===== config.mk =====
export PLATFORM = sky130hd
export DESIGN_NAME = irq_ctrl
export DESIGN_NICKNAME = d
export VERILOG_FILES = /design/src/rtl/irq_ctrl.sv
export SDC_FILE = /design/constraint.sdc
export NUM_CORES = 1
export LEC_CHECK = 0
export ABC_CLOCK_PERIOD_IN_PS = 1900
export BUFFER_PORTS_ARGS = -buffer_cell sky130_fd_sc_hd__buf_2
export CAP_MARGIN = 20
export CORE_UTILIZATION = 40
export CTS_BUF_LIST = sky130_fd_sc_hd__clkbuf_8
export CTS_CLUSTER_SIZE = 25
export DETAILED_ROUTE_END_ITERATION = 16
export GPL_TIMING_DRIVEN = 0
export PLACE_DENSITY_LB_ADDON = 0.2
export SYNTH_ARGS = -nofsm -noshare
export SYNTH_HDL_FRONTEND = slang
export SYNTH_SLANG_ARGS = --single-unit

===== constraint.sdc =====
create_clock -name Clk -period 1.9 [get_ports Clk]
set_input_delay 0.38 -clock Clk [delete_from_list [all_inputs] [get_ports Clk]]
set_output_delay 0.38 -clock Clk [all_outputs]
set_load 0.02 [all_outputs]

===== src/rtl/irq_ctrl.sv =====
// -----------------------------------------------------------------------------
// irq_ctrl -- memory-mapped interrupt controller on the OBI data bus.
//
// Latches per-source requests (edge or level), masks them with ENABLE, tracks
// sources already claimed by software (INSERVICE) and raises irq_o while any
// pending, enabled, not-in-service source exists. Software acknowledges with a
// CLAIM read (returns lowest eligible id, 1-based) and a CLAIM write (complete).
//
// Ports:
//   Clk, Rst        clock, synchronous active-high reset
//   req/we/be/addr/wdata   OBI request side (addr[4:2] selects the register)
//   gnt/rvalid/rdata       OBI response side (gnt = req, rvalid one cycle later)
//   src_i [NSRC]    interrupt sources, already synchronous to Clk
//   irq_o           machine external interrupt to the core
//
// Register map (word offsets): 0 PENDING (R, W1C), 1 ENABLE, 2 MODE (1=edge),
//   3 CLAIM (read=claim, write=complete), 4 SWSET (W1S), others read 0.
// -----------------------------------------------------------------------------
module irq_ctrl #(
  parameter int          NSRC     = 8,
  parameter logic [31:0] addrBase = 32'h1A10_9000
) (
  input  logic            Clk,
  input  logic            Rst,
  input  logic            req,
  input  logic            we,
  input  logic [3:0]      be,
  input  logic [31:0]     addr,
  input  logic [31:0]     wdata,
  output logic            gnt,
  output logic            rvalid,
  output logic [31:0]     rdata,
  input  logic [NSRC-1:0] src_i,
  output logic            irq_o
);

  localparam logic [2:0] SEL_PENDING = 3'd0;
  localparam logic [2:0] SEL_ENABLE  = 3'd1;
  localparam logic [2:0] SEL_MODE    = 3'd2;
  localparam logic [2:0] SEL_CLAIM   = 3'd3;
  localparam logic [2:0] SEL_SWSET   = 3'd4;

  // Pending is split in two: a sticky part owned by edge mode (survives until
  // W1C/claim, including a bit left over after switching to level mode) and a
  // per-cycle part that mirrors the source in level mode.
  logic [NSRC-1:0] sticky_reg, sticky_next;
  logic [NSRC-1:0] level_reg, level_next;
  logic [NSRC-1:0] enable_reg, mode_reg;
  logic [NSRC-1:0] insvc_reg, insvc_next;
  logic [NSRC-1:0] src_q_reg;
  logic            rvalid_reg;
  logic [31:0]     rdata_reg, rdata_next;

  logic [2:0]      reg_sel;
  logic            wr_en, rd_en;
  logic [31:0]     wmask;
  logic [NSRC-1:0] wbits;
  logic [NSRC-1:0] pending, eligible;
  logic [NSRC-1:0] edge_vec, swset_vec, w1c_vec, claim_vec, complete_vec;
  logic            claim_rd, complete_wr, w1c_wr;
  logic [4:0]      claim_id;
  logic [31:0]     rd_val;
  logic            unused_bits;

  assign reg_sel     = addr[4:2];
  assign wr_en       = req & we;
  assign rd_en       = req & ~we;
  assign wmask       = {{8{be[3]}}, {8{be[2]}}, {8{be[1]}}, {8{be[0]}}};
  assign wbits       = wdata[NSRC-1:0] & wmask[NSRC-1:0];
  assign claim_rd    = rd_en && (reg_sel == SEL_CLAIM);
  // W1C and complete are whole-word operations only.
  assign w1c_wr      = wr_en && (reg_sel == SEL_PENDING) && (be == 4'hF);
  assign complete_wr = wr_en && (reg_sel == SEL_CLAIM) && (be == 4'hF);
  assign w1c_vec     = w1c_wr ? wdata[NSRC-1:0] : '0;
  assign swset_vec   = (wr_en && (reg_sel == SEL_SWSET)) ? wbits : '0;

  assign pending  = sticky_reg | level_reg;
  assign eligible = pending & enable_reg & ~insvc_reg;

  // Lowest index wins: scan from the top so the last hit is the smallest.
  always_comb begin
    claim_id = '0;
    for (int k = NSRC - 1; k >= 0; k--) begin
      if (eligible[k]) claim_id = 5'(k + 1);
    end
  end

  genvar gi;
  generate
    for (gi = 0; gi < NSRC; gi++) begin : g_src
      assign edge_vec[gi]     = src_i[gi] & ~src_q_reg[gi];
      assign claim_vec[gi]    = claim_rd && (claim_id == 5'(gi + 1));
      assign complete_vec[gi] = complete_wr && (wdata[4:0] == 5'(gi + 1));
      // Set terms come last so a new edge or SWSET beats a clear in the same cycle.
      assign sticky_next[gi]  = (mode_reg[gi] & (edge_vec[gi] | swset_vec[gi])) |
                                (sticky_reg[gi] & ~(w1c_vec[gi] | (claim_vec[gi] & mode_reg[gi])));
      assign level_next[gi]   = ~mode_reg[gi] & (src_i[gi] | swset_vec[gi]);
      assign insvc_next[gi]   = claim_vec[gi] | (insvc_reg[gi] & ~complete_vec[gi]);
    end
  endgenerate

  always_comb begin
    rd_val = '0;
    case (reg_sel)
      SEL_PENDING: rd_val = 32'(pending);
      SEL_ENABLE:  rd_val = 32'(enable_reg);
      SEL_MODE:    rd_val = 32'(mode_reg);
      SEL_CLAIM:   rd_val = 32'(claim_id);
      default:     rd_val = '0;
    endcase
    rdata_next = rd_en ? rd_val : '0;
  end

  always_ff @(posedge Clk) begin
    if (Rst) begin
      sticky_reg <= '0;
      level_reg  <= '0;
      enable_reg <= '0;
      mode_reg   <= '0;
      insvc_reg  <= '0;
      src_q_reg  <= '0;
      rvalid_reg <= 1'b0;
      rdata_reg  <= '0;
    end else begin
      sticky_reg <= sticky_next;
      level_reg  <= level_next;
      insvc_reg  <= insvc_next;
      src_q_reg  <= src_i;
      rvalid_reg <= req;
      rdata_reg  <= rdata_next;
      if (wr_en && (reg_sel == SEL_ENABLE))
        enable_reg <= (enable_reg & ~wmask[NSRC-1:0]) | wbits;
      if (wr_en && (reg_sel == SEL_MODE))
        mode_reg <= (mode_reg & ~wmask[NSRC-1:0]) | wbits;
    end
  end

  assign gnt    = req;
  assign rvalid = rvalid_reg;
  assign rdata  = rdata_reg;
  assign irq_o  = |eligible;

  // Address bits outside the word decode and data bits above NSRC are don't-care.
  assign unused_bits = ^{addrBase, addr[31:5], addr[1:0], wdata, wmask};

endmodule


==> metrics.md <==
| Metric | Value |
|---|---|
| Synth area leader | `dfxtp_1` |
| Register area | `1140 µm²` |
| Core footprint | `6790 µm²` |
| HP Class | `in2reg` |
| HPWL Detailed | `5.29 mm` |
| Post-DP Area | `3190 µm²` |
| Final wirelength | `7.57 mm` |
| H-tree levels | `3` |
| First-pass GRT wire length | `11.6 mm` |
| Failing checks | `design-rule violations, negative setup slack` |
| Clk buf depth | `2` |
| Multi-input gate area | `1500 µm²` |
| Vias in the first global route | `2178` |
| Yosys cell types | `58` |
| Pre-CTS setup slack | `-644 ps` |
| RSZ-0062 raised after global routing | `yes` |
| IO Count | `115` |
| Synth Register Bits | `57` |
| Die area | `7370 µm²` |
| Leakage power | `1.42 nW` |
| Slack of the critical path | `-93.1 ps` |
| Synth-to-Final Area Change | `24.0%` |
| Die Ht | `85.8 µm` |
| Initial DRC Count | `202` |
| RePlAce Congestion | `0.972` |
| Final Cycle Share | `105%` |
| VDD IR max | `306 µV` |
| Gate power share | `10.6%` |
| Slew Viols, Final | `0` |
| Antenna Nets Post-Route | `0` |
| Number of remaining DRC errors | `1` |
| Type of the worst setup path | `reg2out` |
| Ys Warns | `0` |
| Number of diodes | `0` |
| Post-synthesis sequential area ratio | `40.6%` |
| CTS root buf | `clkbuf_8` |
| F_max | `502 MHz` |
| DR vias | `2549` |
| Total gr overflow | `0` |
| # Max-Cap Violations | `0` |
| Yosys top cell area share | `40.6%` |
| Top cells by area, synth | `dfxtp_1 (41%), buf_4 (6.9%), mux2i_1 (5.7%), nor2_1 (5.3%), a21oi_1 (4.3%)` |
| IO buf count | `34` |
| Clk_lat worst skew | `350 ps` |
| Final #Nets | `490` |
| Setup_tns | `-93.1 ps` |
| Antenna violations before repair | `0` |
| Top FF cell, synth | `dfxtp_1` |
| Post-Syn Area | `2810 µm²` |
| Sequential share of power | `46.5%` |
| Clk sinks | `57` |
| Post-synth ARST share | `0%` |
| DR vias/cell | `4.99` |
| Synthesized area per cell | `8.31 µm²` |
| Outcome | `finished with violations` |
| Starting Density | `41.4%` |
| Pwr/cell area | `757 nW/µm²` |
| Internal | `0.00196 W` |
| Hold-fix buffers, CTS | `0` |
| Row count | `30` |
| Sw power | `0.000682 W` |
| Post-Synthesis Cells | `338` |
| Layout cells sized above 1 | `24.1%` |
| WP data arrival | `1610 ps` |
| Switching part of the total | `25.9%` |
| First drt pass iteration count | `12` |
| CTS tree | `done` |
| Power, Total | `0.00264 W` |
| Clk slew on worst S/H paths | `60 ps` |
| CTS Buf Count | `9` |
| Final setup viols | `1` |
| Worst-margin pin slew | `685 ps` |
| Rel. slew slack | `54.3%` |
| Setup crit end kind | `output port` |
| Final instance area | `3480 µm²` |
| Final Skew | `8.62 ps` |
| Crit-path max FO | `4` |
| Clock power share | `42.9%` |
| CP Launch Type | `flop` |
| Min Tclk post-route | `1990 ps` |
| Post-synth EDFFs | `0` |
| WHS | `230 ps` |
| Gr usage total | `21.3%` |
| Die width | `85.8 µm` |
| Final hold vios | `0` |
| CP Data Required Time | `1520 ps` |
| Avg WL per Cell | `14.8 µm` |
| Largest net degree at the start of global routing | `11` |
| Fillers | `695` |
cells in the final DEF, fill, tap and decap left out, types with 4 or more instances in the layout:
cell type	netlist	layout
dfxtp_1	57	56
nor2_1	40	40
buf_2	3	36
buf_4	26	31
nand2_1	31	30
a21oi_1	24	24
conb_1	1	24
mux2i_1	16	16
o21ai_0	14	14
inv_1	12	13
nor2b_1	11	11
clkbuf_8	0	10
nand2b_1	7	7
clkbuf_1	9	7
nor3_1	7	6
nand3_1	6	5
a211oi_1	4	4
a22oi_1	4	4
routing by layer:
layer  part of all wire [%]  track usage, %
met5                      0               0
met4                    2.3            11.2
met3                    6.6            4.33
met2                     44            32.3
met1                     47            28.5
power by group through the flow:
stage          Clock (W)  Combinational [W]  Sequential, W
2_1_floorplan          0           0.000188        0.00125
3_3_place_gp           0           0.000269        0.00125
3_5_place_dp           0           0.000270        0.00125
4_1_cts          0.00115           0.000274        0.00123
5_1_grt          0.00119           0.000305        0.00123
6_report         0.00113           0.000281        0.00123
per-stage QoR:
step / utilization, % / std cells
after floorplan: - / 361
after global placement: 46.9 / 491
after detailed placement: 47.0 / 492
after CTS: 50.6 / 512
after global routing: 51.3 / 511
final: 51.3 / 511
kinds of logic after synthesis:
group | Yosys count | share of synthesized area [%]
flip-flops | 57 | 40.6
AO/OA/AOI/OAI | 76 | 17.8
other | 1 | 0.133
buffers and inverters | 53 | 11.1
multiplexers | 17 | 6.10
AND/OR/NAND/NOR | 134 | 24.3
synthesized netlist by cell type (all sizes together) (3+ instances only):
library cell and instances:
mux2i 16, nor2b 11, a211oi 4, nand3 6
nor2 40, nor3b 3, o21ai 17, nor4 4
a21oi 24, and2b 3, nand2b 7, nand2 31
and2 4, nand3b 3, buf 30, clkbuf 9
a22oi 4, or2 6, dfxtp 57, inv 13
nor3 7
layout make-up:
cell class                      instances  share of cell area, %
Timing Repair Buffer                   39                   6.14
Buffer                                 39                   7.58
Tap cell                               96                   3.45
Sequential cell                        57                   32.8
Clock buffer                           10                   3.95
Clock inverter                          6                   1.69
Multi-Input combinational cell        251                   43.0
Inverter                               13                   1.40
critical path: stages (launching register included):
cell	delay, ps
dfxtp_1	300
or2_4	260
a222oi_1	320
buf_4	190
nand3_2	70
buf_6	140
timing repair:
action                     in CTS  in global routing
buffers inserted                4                  0
pin swaps                       3                  2
setup endpoints to repair      18                 12
gates resized for setup         7                  7
worst paths after layout:
path | startpoint | end | slack (ps) | cells after the start
hold reg to reg | flop | level_reg[2] | 420 | 1
hold / removal | Rst | rvalid | 230 | 2
setup reg to reg | level_reg[0] | sticky_reg[6] | 20 | 7
setup / recovery | level_reg[0] | irq_o | -90 | 5
Power figures use the tool's default switching activity.
